[config.mk]
export PLATFORM = sky130hd
export DESIGN_NAME = memory_stage_flat
export DESIGN_NICKNAME = d
export VERILOG_FILES = /design/src/rtl/memory_stage_if.sv /design/src/rtl/memory_stage.sv /design/src/flat_wrapper.sv
export SDC_FILE = /design/constraint.sdc
export NUM_CORES = 2
export LEC_CHECK = 0
export CORE_MARGIN = 5
export CORE_UTILIZATION = 50
export CTS_BUF_LIST = sky130_fd_sc_hd__clkbuf_16
export DETAILED_ROUTE_END_ITERATION = 8
export PLACE_DENSITY = 0.65
export SETUP_SLACK_MARGIN = 0.3
export SLEW_MARGIN = 15
export SYNTH_ARGS = -nofsm -noshare
export SYNTH_HDL_FRONTEND = slang
export SYNTH_SLANG_ARGS = --single-unit
[constraint.sdc]
create_clock -name clk -period 5.92 [get_ports clk]
set_input_delay 0.888 -clock clk [delete_from_list [all_inputs] [get_ports clk]]
set_output_delay 0.888 -clock clk [all_outputs]
set_load 0.01 [all_outputs]
[src/rtl/memory_stage_if.sv]
// memory_stage_if: EX/MEM -> MEM/WB bundle of the 16-bit core's memory stage.
//   master: upstream/driver side. It drives the EX/MEM bundle and flush, and
//           observes stall_out and the MEM/WB bundle.
//   slave : the memory stage itself.
// Signals:
//   valid_in, MemRead, MemWrite, RegWriteIn, RegStoreIn, ALUResultIn,
//   storeData, rdIn, flush            (EX/MEM side, into the stage)
//   stall_out                         (combinational hold request upstream)
//   RegWrite, RegStore, ALUResult,
//   StoreMem, rdWB                    (registered MEM/WB side)
interface memory_stage_if #(
  parameter int DATA_W = 16,
  parameter int REG_AW = 3
);
  logic              valid_in;
  logic              MemRead;
  logic              MemWrite;
  logic              RegWriteIn;
  logic              RegStoreIn;
  logic [DATA_W-1:0] ALUResultIn;
  logic [DATA_W-1:0] storeData;
  logic [REG_AW-1:0] rdIn;
  logic              flush;
  logic              stall_out;
  logic              RegWrite;
  logic              RegStore;
  logic [DATA_W-1:0] ALUResult;
  logic [DATA_W-1:0] StoreMem;
  logic [REG_AW-1:0] rdWB;

  modport master (
    output valid_in, MemRead, MemWrite, RegWriteIn, RegStoreIn,
           ALUResultIn, storeData, rdIn, flush,
    input  stall_out, RegWrite, RegStore, ALUResult, StoreMem, rdWB
  );

  modport slave (
    input  valid_in, MemRead, MemWrite, RegWriteIn, RegStoreIn,
           ALUResultIn, storeData, rdIn, flush,
    output stall_out, RegWrite, RegStore, ALUResult, StoreMem, rdWB
  );
endinterface

[src/rtl/memory_stage.sv]
// memory_stage: data-memory access stage of the 16-bit core.
// Reads the EX/MEM bundle, accesses an internal word-addressed synchronous
// RAM of 2^MEM_AW words, and registers the MEM/WB bundle.
// Loads take two cycles. stall_out is raised in the issue cycle.
// Ports:
//   clk       rising-edge clock
//   reset     synchronous, active-high
//   bus       memory_stage_if.slave (EX/MEM in, stall_out, MEM/WB out)
//   load_cnt  completed-load counter   (only with MEM_STAGE_PERF_EN)
//   store_cnt committed-store counter  (only with MEM_STAGE_PERF_EN)
// Build option: define MEM_STAGE_PERF_EN to add the saturating counters.
module memory_stage #(
  parameter int DATA_W = 16,
  parameter int REG_AW = 3,
  parameter int MEM_AW = 8
) (
  input  logic        clk,
  input  logic        reset,
  memory_stage_if.slave bus
`ifdef MEM_STAGE_PERF_EN
  ,
  output logic [15:0] load_cnt,
  output logic [15:0] store_cnt
`endif
);

  typedef enum logic {RUN = 1'b0, LOAD_WAIT = 1'b1} state_t;

  state_t              state;
  logic [MEM_AW-1:0]   addr;
  logic                liveRun;
  logic                issueLoad;
  logic                doStore;
  logic                finishLoad;

  // Load context captured at issue. The upstream bundle still shows the load
  // during LOAD_WAIT, but nothing depends on that.
  logic [REG_AW-1:0]   ldRd;
  logic                ldRegWrite;
  logic [DATA_W-1:0]   ldAlu;

  logic [DATA_W-1:0]   ram [0:(1<<MEM_AW)-1];
  logic [DATA_W-1:0]   ramQ;

  // Write-back selection always comes from the op type, so the incoming
  // select bit is carried on the bus but never consumed here.
  logic unusedRegStore;
  assign unusedRegStore = bus.RegStoreIn;

  assign addr       = bus.ALUResultIn[MEM_AW-1:0];
  assign liveRun    = (state == RUN) && bus.valid_in && !bus.flush;
  assign issueLoad  = liveRun && bus.MemRead;
  // A store asserted during reset must not land in the RAM.
  assign doStore    = liveRun && bus.MemWrite && !bus.MemRead && !reset;
  assign finishLoad = (state == LOAD_WAIT) && !bus.flush;

  assign bus.stall_out = issueLoad;

  // RAM: no reset on contents. A write at edge N is visible to a read issued
  // at edge N+1.
  always_ff @(posedge clk) begin
    if (doStore)   ram[addr] <= bus.storeData;
    if (issueLoad) ramQ      <= ram[addr];
  end

  always_ff @(posedge clk) begin
    if (reset) begin
      state        <= RUN;
      bus.RegWrite <= 1'b0;
      bus.RegStore <= 1'b0;
      bus.ALUResult <= '0;
      bus.StoreMem <= '0;
      bus.rdWB     <= '0;
      ldRd         <= '0;
      ldRegWrite   <= 1'b0;
      ldAlu        <= '0;
    end else begin
      unique case (state)
        RUN: begin
          if (!liveRun) begin
            bus.RegWrite  <= 1'b0;
            bus.RegStore  <= 1'b0;
            bus.ALUResult <= '0;
            bus.StoreMem  <= '0;
            bus.rdWB      <= '0;
          end else if (bus.MemRead) begin
            // Issue: the MEM/WB slot gets a bubble while the RAM read is in flight.
            bus.RegWrite  <= 1'b0;
            bus.RegStore  <= 1'b0;
            bus.ALUResult <= '0;
            bus.StoreMem  <= '0;
            bus.rdWB      <= '0;
            ldRd          <= bus.rdIn;
            ldRegWrite    <= bus.RegWriteIn;
            ldAlu         <= bus.ALUResultIn;
            state         <= LOAD_WAIT;
          end else begin
            // ALU op or store: pass-through. The select bit is forced to the
            // ALU path.
            bus.RegWrite  <= bus.RegWriteIn;
            bus.RegStore  <= 1'b0;
            bus.ALUResult <= bus.ALUResultIn;
            bus.StoreMem  <= '0;
            bus.rdWB      <= bus.rdIn;
          end
        end
        LOAD_WAIT: begin
          if (finishLoad) begin
            bus.RegWrite  <= ldRegWrite;
            bus.RegStore  <= 1'b1;
            bus.ALUResult <= ldAlu;
            bus.StoreMem  <= ramQ;
            bus.rdWB      <= ldRd;
          end else begin
            bus.RegWrite  <= 1'b0;
            bus.RegStore  <= 1'b0;
            bus.ALUResult <= '0;
            bus.StoreMem  <= '0;
            bus.rdWB      <= '0;
          end
          state <= RUN;
        end
        default: state <= RUN;
      endcase
    end
  end

`ifdef MEM_STAGE_PERF_EN
  always_ff @(posedge clk) begin
    if (reset) begin
      load_cnt  <= '0;
      store_cnt <= '0;
    end else begin
      if (finishLoad && (load_cnt != 16'hFFFF))  load_cnt  <= load_cnt + 16'd1;
      if (doStore    && (store_cnt != 16'hFFFF)) store_cnt <= store_cnt + 16'd1;
    end
  end
`endif

endmodule

[src/flat_wrapper.sv]
// flat-port wrapper written by rule: the top's interface ports become plain ports
module memory_stage_flat 
#(
  parameter int DATA_W = 16,
  parameter int REG_AW = 3,
  parameter int MEM_AW = 8
)
  (clk, reset, bus_valid_in, bus_MemRead, bus_MemWrite, bus_RegWriteIn, bus_RegStoreIn, bus_ALUResultIn, bus_storeData, bus_rdIn, bus_flush, bus_stall_out, bus_RegWrite, bus_RegStore, bus_ALUResult, bus_StoreMem, bus_rdWB);
  memory_stage_if #(.DATA_W(DATA_W), .REG_AW(REG_AW)) bus_i ();
  input  logic clk;
  input  logic reset;
  input wire logic [$bits(bus_i.valid_in)-1:0] bus_valid_in;
  input wire logic [$bits(bus_i.MemRead)-1:0] bus_MemRead;
  input wire logic [$bits(bus_i.MemWrite)-1:0] bus_MemWrite;
  input wire logic [$bits(bus_i.RegWriteIn)-1:0] bus_RegWriteIn;
  input wire logic [$bits(bus_i.RegStoreIn)-1:0] bus_RegStoreIn;
  input wire logic [$bits(bus_i.ALUResultIn)-1:0] bus_ALUResultIn;
  input wire logic [$bits(bus_i.storeData)-1:0] bus_storeData;
  input wire logic [$bits(bus_i.rdIn)-1:0] bus_rdIn;
  input wire logic [$bits(bus_i.flush)-1:0] bus_flush;
  output wire logic [$bits(bus_i.stall_out)-1:0] bus_stall_out;
  output wire logic [$bits(bus_i.RegWrite)-1:0] bus_RegWrite;
  output wire logic [$bits(bus_i.RegStore)-1:0] bus_RegStore;
  output wire logic [$bits(bus_i.ALUResult)-1:0] bus_ALUResult;
  output wire logic [$bits(bus_i.StoreMem)-1:0] bus_StoreMem;
  output wire logic [$bits(bus_i.rdWB)-1:0] bus_rdWB;
  assign bus_i.valid_in = bus_valid_in;
  assign bus_i.MemRead = bus_MemRead;
  assign bus_i.MemWrite = bus_MemWrite;
  assign bus_i.RegWriteIn = bus_RegWriteIn;
  assign bus_i.RegStoreIn = bus_RegStoreIn;
  assign bus_i.ALUResultIn = bus_ALUResultIn;
  assign bus_i.storeData = bus_storeData;
  assign bus_i.rdIn = bus_rdIn;
  assign bus_i.flush = bus_flush;
  assign bus_stall_out = bus_i.stall_out;
  assign bus_RegWrite = bus_i.RegWrite;
  assign bus_RegStore = bus_i.RegStore;
  assign bus_ALUResult = bus_i.ALUResult;
  assign bus_StoreMem = bus_i.StoreMem;
  assign bus_rdWB = bus_i.rdWB;
  memory_stage #(.DATA_W(DATA_W), .REG_AW(REG_AW), .MEM_AW(MEM_AW)) u_core (.clk(clk), .reset(reset), .bus(bus_i));
endmodule
=== Word level (Yosys, flattened, before mapping) ===
Memory sizes are Yosys's and may differ from the RTL's. A register that Yosys moved wholly into a read port is not among the register bits.
Cells that the tools add are included.
Widths: inputs -> output; s select.

* Memories kept: 1
* Bits of input ports: 43
* Output and inout bits: 38
* Memory bits (writable): 4,096
* Word-level logic and storage cells: 43
* Register bits after elaboration: 58

{| class="wikitable"
|+ Memory list
! memory !! depth !! width !! rd ports !! clocked after memory_dff !! write ports !! RTL line !! source
|-
| u_core.ram || 256 || 16 || 1 || 1 || 1 || memory_stage.sv:42 || <nowiki>logic [DATA_W-1:0] ram [0:(1<<MEM_AW)-1];</nowiki>
|}

* Reduce and logical (&&, ||, !) cells: 11
* Bitwise gates (word level): 1
* Multiplexer cells: 21

{| class="wikitable"
|+ Operator list
! kind !! number
|-
| $mux 16 || 4
|-
| $pmux 16 s2 || 2
|-
| $mux 3 || 3
|-
| $mux 1 || 8
|-
| $logic_and 1x1->1 || 7
|-
| $pmux 1 s2 || 3
|-
| $pmux 3 s2 || 1
|-
| $logic_not 1->1 || 3
|-
| $reduce_and 3->1 || 1
|-
| $not 1->1 || 1
|}

=== Depth between registers and ports, before layout ===
* Word-level depth: 8
* Gate-level depth with buffers: 9
* Gate-level depth less buffers: 5

=== Worst setup path after synthesis ===
No wires, ideal clock.

* Path kind: input port to flip-flop
* Start: input port bus_ALUResultIn[0]
* End: memory u_core.ram[115][0] (enable)
* Stages on the path: 8
* Path buffers: 5
* Path slack: 2,442 ps
* Arrival time: 3,090 ps
* Cells stage by stage: clkbuf_1 -> buf_6 -> buf_2 -> buf_1 -> and4_1 -> nand2_1 -> clkbuf_1 -> nor2_1

{| class="wikitable"
|+ RTL lines
! element !! RTL line !! source
|-
| from (decl) || flat_wrapper.sv:17 || <nowiki>input wire logic [$bits(bus_i.ALUResultIn)-1:0] bus_ALUResultIn;</nowiki>
|-
| to (decl) || memory_stage.sv:42 ||
|}

Straight into the memory's write port.

=== Worst setup path after layout ===
* Start: input port bus_ALUResultIn[3]
* End: memory u_core.ram[43][2] (enable)

Straight into the memory's write port.

==> PnR_summary.wiki <==
{| class="wikitable"
! Metric !! Value
|-
| Outcome || complete, no violations
|-
| First-pass detailed-route iteration total || 5
|-
| Post-layout power || 60.34 mW
|-
| Number of hold buffers added after CTS || 0
|-
| Total GRT Usage || 0.2377
|-
| Dominant cells by area after synthesis || sky130_fd_sc_hd__edfxtp_1 (79%), sky130_fd_sc_hd__mux4_2 (15%), sky130_fd_sc_hd__a22oi_1 (2.4%)
|-
| PwrDens || 336.0 mW/mm2
|-
| Setup crit start kind || input pin
|-
| Net switching power || 12.72 mW
|-
| DR vias || 76310
|-
| Remaining global-route overflow || 0
|-
| Category of the critical setup timing path || input pin to flip-flop
|-
| Cell internal power dissipation || 47.62 mW
|-
| Post-synth net total || 6919
|-
| Yosys synthesis warning count || 0
|-
| Number of nets in the layout || roughly 7500
|-
| Placed insts || 11230
|-
| Critical path arrival || 4610 ps
|-
| Num Clock Sinks || 4170
|-
| Effective utilization at floorplan || 0.5009
|-
| Fin util || 0.5720
|-
| Cell at the root of the clock tree || sky130_fd_sc_hd__clkbuf_16
|-
| Worst setup skew after layout || 42.89 ps
|-
| Fin crit period || between 3000 and 4000 ps
|-
| Post-detailed-route DRC marker count || 0
|-
| Number of H-tree levels || 5
|-
| Fraction of power spent switching nets || 0.2109
|-
| Top cell type by total area after synthesis || sky130_fd_sc_hd__edfxtp_1
|-
| Wire length on met3 || 35050 um
|-
| Worst Setup End Kind || flip-flop
|-
| Overall die width || 570.8 um
|-
| Async set-reset flop share out of synthesis || 0
|-
| Number of primary I/O pins || 81
|-
| Postcts setup bufs || 0
|-
| Layout cell share with drive strength beyond 1 || 0.2808
|-
| Post-synth top area share || 0.7853
|-
| Sum of met2 wire segment lengths after detailed routing || between 150000 and 200000 um
|-
| Initial drt markers || 9755
|-
| Post-route met1 wirelength || about 160000 um
|-
| Die footprint || 0.3258 mm2
|-
| Post-DP HPWL || 225800 um
|-
| Area of the mapped netlist || 0.1572 mm2
|-
| Vias per Instance || roughly 6.4
|-
| Number of failing setup endpoints in the final timing report || 0
|-
| Routed WL || 389700 um
|-
| Worst hold slack || 337.9 ps
|-
| Final routed wire length divided by cell count || 32.44 um
|-
| Final Instance Count excl. Fillers || 12020
|-
| Clock share of power || 0.418
|-
| Final critical-path share of the clock period || 0.6721
|-
| Max-slew violation total from the final report || 0
|-
| Unrepaired setup endpoints after global routing || false
|-
| ANT nets after route || 0
|-
| Most frequent cells after synthesis || sky130_fd_sc_hd__edfxtp_1 (4112), sky130_fd_sc_hd__mux4_2 (1024), sky130_fd_sc_hd__a22oi_1 (512)
|-
| Clock transition at path regs || approximately 60 ps
|-
| Count of different cell masters after synthesis || 28
|-
| Rel. slew slack || 0.1689
|-
| Max Clk Rate || roughly 250 MHz
|-
| Highest net fanout along the worst path || 16
|-
| Design Area, Final || 0.1796 mm2
|-
| Accumulated negative setup slack || 0 ps
|-
| Sequential element share of the synthesized area || 0.7926
|-
| Total clock buffers created by CTS || 412
|-
| Synthesized flop and latch total || 4170
|-
| Standby leakage power || 55.92 nW
|-
| Buffers from clock root to sink, at most || 4
|-
| CTS tree || built
|-
| Post-Synthesis Mean Instance Area || roughly 23 um2
|-
| Post_cts resized || 0
|-
| Port buffer count || a little under 80
|-
| Filler cells || 22450
|-
| Most frequent cell after synthesis || sky130_fd_sc_hd__edfxtp_1
|-
| First-pass GRT wire length || 558600 um
|-
| Number of instances in the synthesized netlist || 6876
|-
| Sequential fraction of design power || 0.538
|-
| Vert. Die Dim || 570.8 um
|-
| Synthesis-to-finish area growth || 14.20%
|-
| Setup slack at placement || 970.3 ps
|-
| Core Footprint || 0.3139 mm2
|-
| Pin count of the biggest net entering global routing || ~210
|-
| Number of rows created at floorplan || 206
|-
| Clock Latency Late Sink || 950 ps
|-
| Primary flip-flop cell chosen by synthesis mapping || sky130_fd_sc_hd__edfxtp_1
|-
| Highest ir drop seen on vdd || between 0.2 and 0.25 mV
|-
| Required time of the critical path || ~6600 ps
|-
| EDFF count, synth || 4112
|-
| Worst-margin pin slew || 1244 ps
|-
| Kind of path behind the tightest hold check || input pin to flip-flop
|-
| Routability cong. || 0.8552
|-
| Vias in the first global route || around 76000
|-
| Cell Area, Placed || roughly 0.17 mm2
|-
| Number of endpoints with negative hold slack in the final report || 0
|-
| Number of maximum-capacitance constraint violations || 0
|-
| Combinational group share of total power || 0.044
|-
| Top layer reached by signal wires || met5
|-
| Antenna violations before repair || 19
|-
| Final worst setup slack || 1941 ps
|}
[placed cells by master (no fill, tap or decap), drive strengths merged, types with 2 or more instances in the layout]
| master | Yosys | layout |
|---|---|---|
| nand4 | 16 | 16 |
| clkdlybuf4s50 | 0 | 61 |
| nor2b | 6 | 6 |
| a22o | 20 | 20 |
| diode | 0 | 16 |
| mux4 | 1024 | 1024 |
| o41ai | 64 | 64 |
| buf | 150 | 560 |
| nand2b | 3 | 3 |
| clkinv | 0 | 200 |
| clkinvlp | 0 | 14 |
| clkbuf | 275 | 413 |
| nand3 | 4 | 4 |
| edfxtp | 4112 | 4112 |
| and4b | 2 | 2 |
| dfxtp | 58 | 58 |
| and2 | 18 | 18 |
| bufinv | 0 | 34 |
| inv | 1 | 107 |
| a22oi | 512 | 512 |
| nand2 | 69 | 69 |
| a21oi | 276 | 276 |
| nor2 | 260 | 260 |
[state kept, by name (all words and copies together) (netlist names)]
register,flops
u_core.ram,4096
u_core.bus.ALUResult,16
u_core.bus.StoreMem,16
u_core.ldAlu,16
u_core.ramQ,16
u_core.bus.rdWB,3
u_core.ldRd,3
u_core.bus.RegStore,1
u_core.bus.RegWrite,1
u_core.ldRegWrite,1
u_core.state,1
[power groups by stage]
| stage | Clock, mW | Sequential, mW | Combinational, mW |
|---|---|---|---|
| 6_report | 25.2 | 32.4 | 2.65 |
| 4_1_cts | 25.7 | 32.4 | 2.67 |
| 3_5_place_dp | 0 | 33.1 | 2.67 |
| 3_3_place_gp | 0 | 33.1 | 2.61 |
| 5_1_grt | 27.0 | 32.4 | 2.80 |
| 2_1_floorplan | 0 | 33.1 | 1.35 |
[critical path: stages]
cell and delay (ps):
sky130_fd_sc_hd__clkdlybuf4s50_1 710, sky130_fd_sc_hd__nor2b_4 980, sky130_fd_sc_hd__nand2_2 790, sky130_fd_sc_hd__nor2_1 840, sky130_fd_sc_hd__buf_4 350
[per-layer routing]
layer / track usage / vias up
met2: 0.3638 / 3846
li1: - / 30790
met5: 0 / -
met3: 0.04405 / 673
met4: 0.07861 / 8
met1: 0.3509 / 40990
[cells by family (layout without fill, tap and decap cells)]
family          after synthesis  in the layout  synth area share
other cells                   0             16                 0
buf+inv                     426           1389           0.01241
flops                      4170           4170            0.7926
mux                        1024           1024            0.1467
compound gates              872            872           0.03815
simple gates                384            384           0.01014
[worst paths after layout]
| path | cells after the start | startpoint | slack [ps] | endpoint |
|---|---|---|---|---|
| worst min register to register | 2 | u_core.ldAlu[8]$_SDFFE_PP0P_ | 460 | u_core.ldAlu[8]$_SDFFE_PP0P_ |
| worst max register to register | 8 | u_core.state$_SDFF_PP0_ | 2460 | u_core.ram[55][1]$_DFFE_PP_ |
| worst min-delay path | 1 | bus_storeData[4] | 340 | u_core.ram[228][4]$_DFFE_PP_ |
| worst max-delay path | 5 | bus_ALUResultIn[3] | 1940 | u_core.ram[43][2]$_DFFE_PP_ |
[area by class of cell]
cell class	instances	area, um2	share of cell area
multi-input cells	2280	30870	0.1719
repair buffers	621	5620	0.03130
flip-flops and latches	4170	124600	0.6941
diodes	16	40.04	0.0002230
clock inverters	354	2861	0.01593
well taps	4160	5205	0.02899
clock buffers	413	10330	0.05755
inverters	1	3.754	0.00002090
No activity file was read; power rests on OpenSTA's default activity.
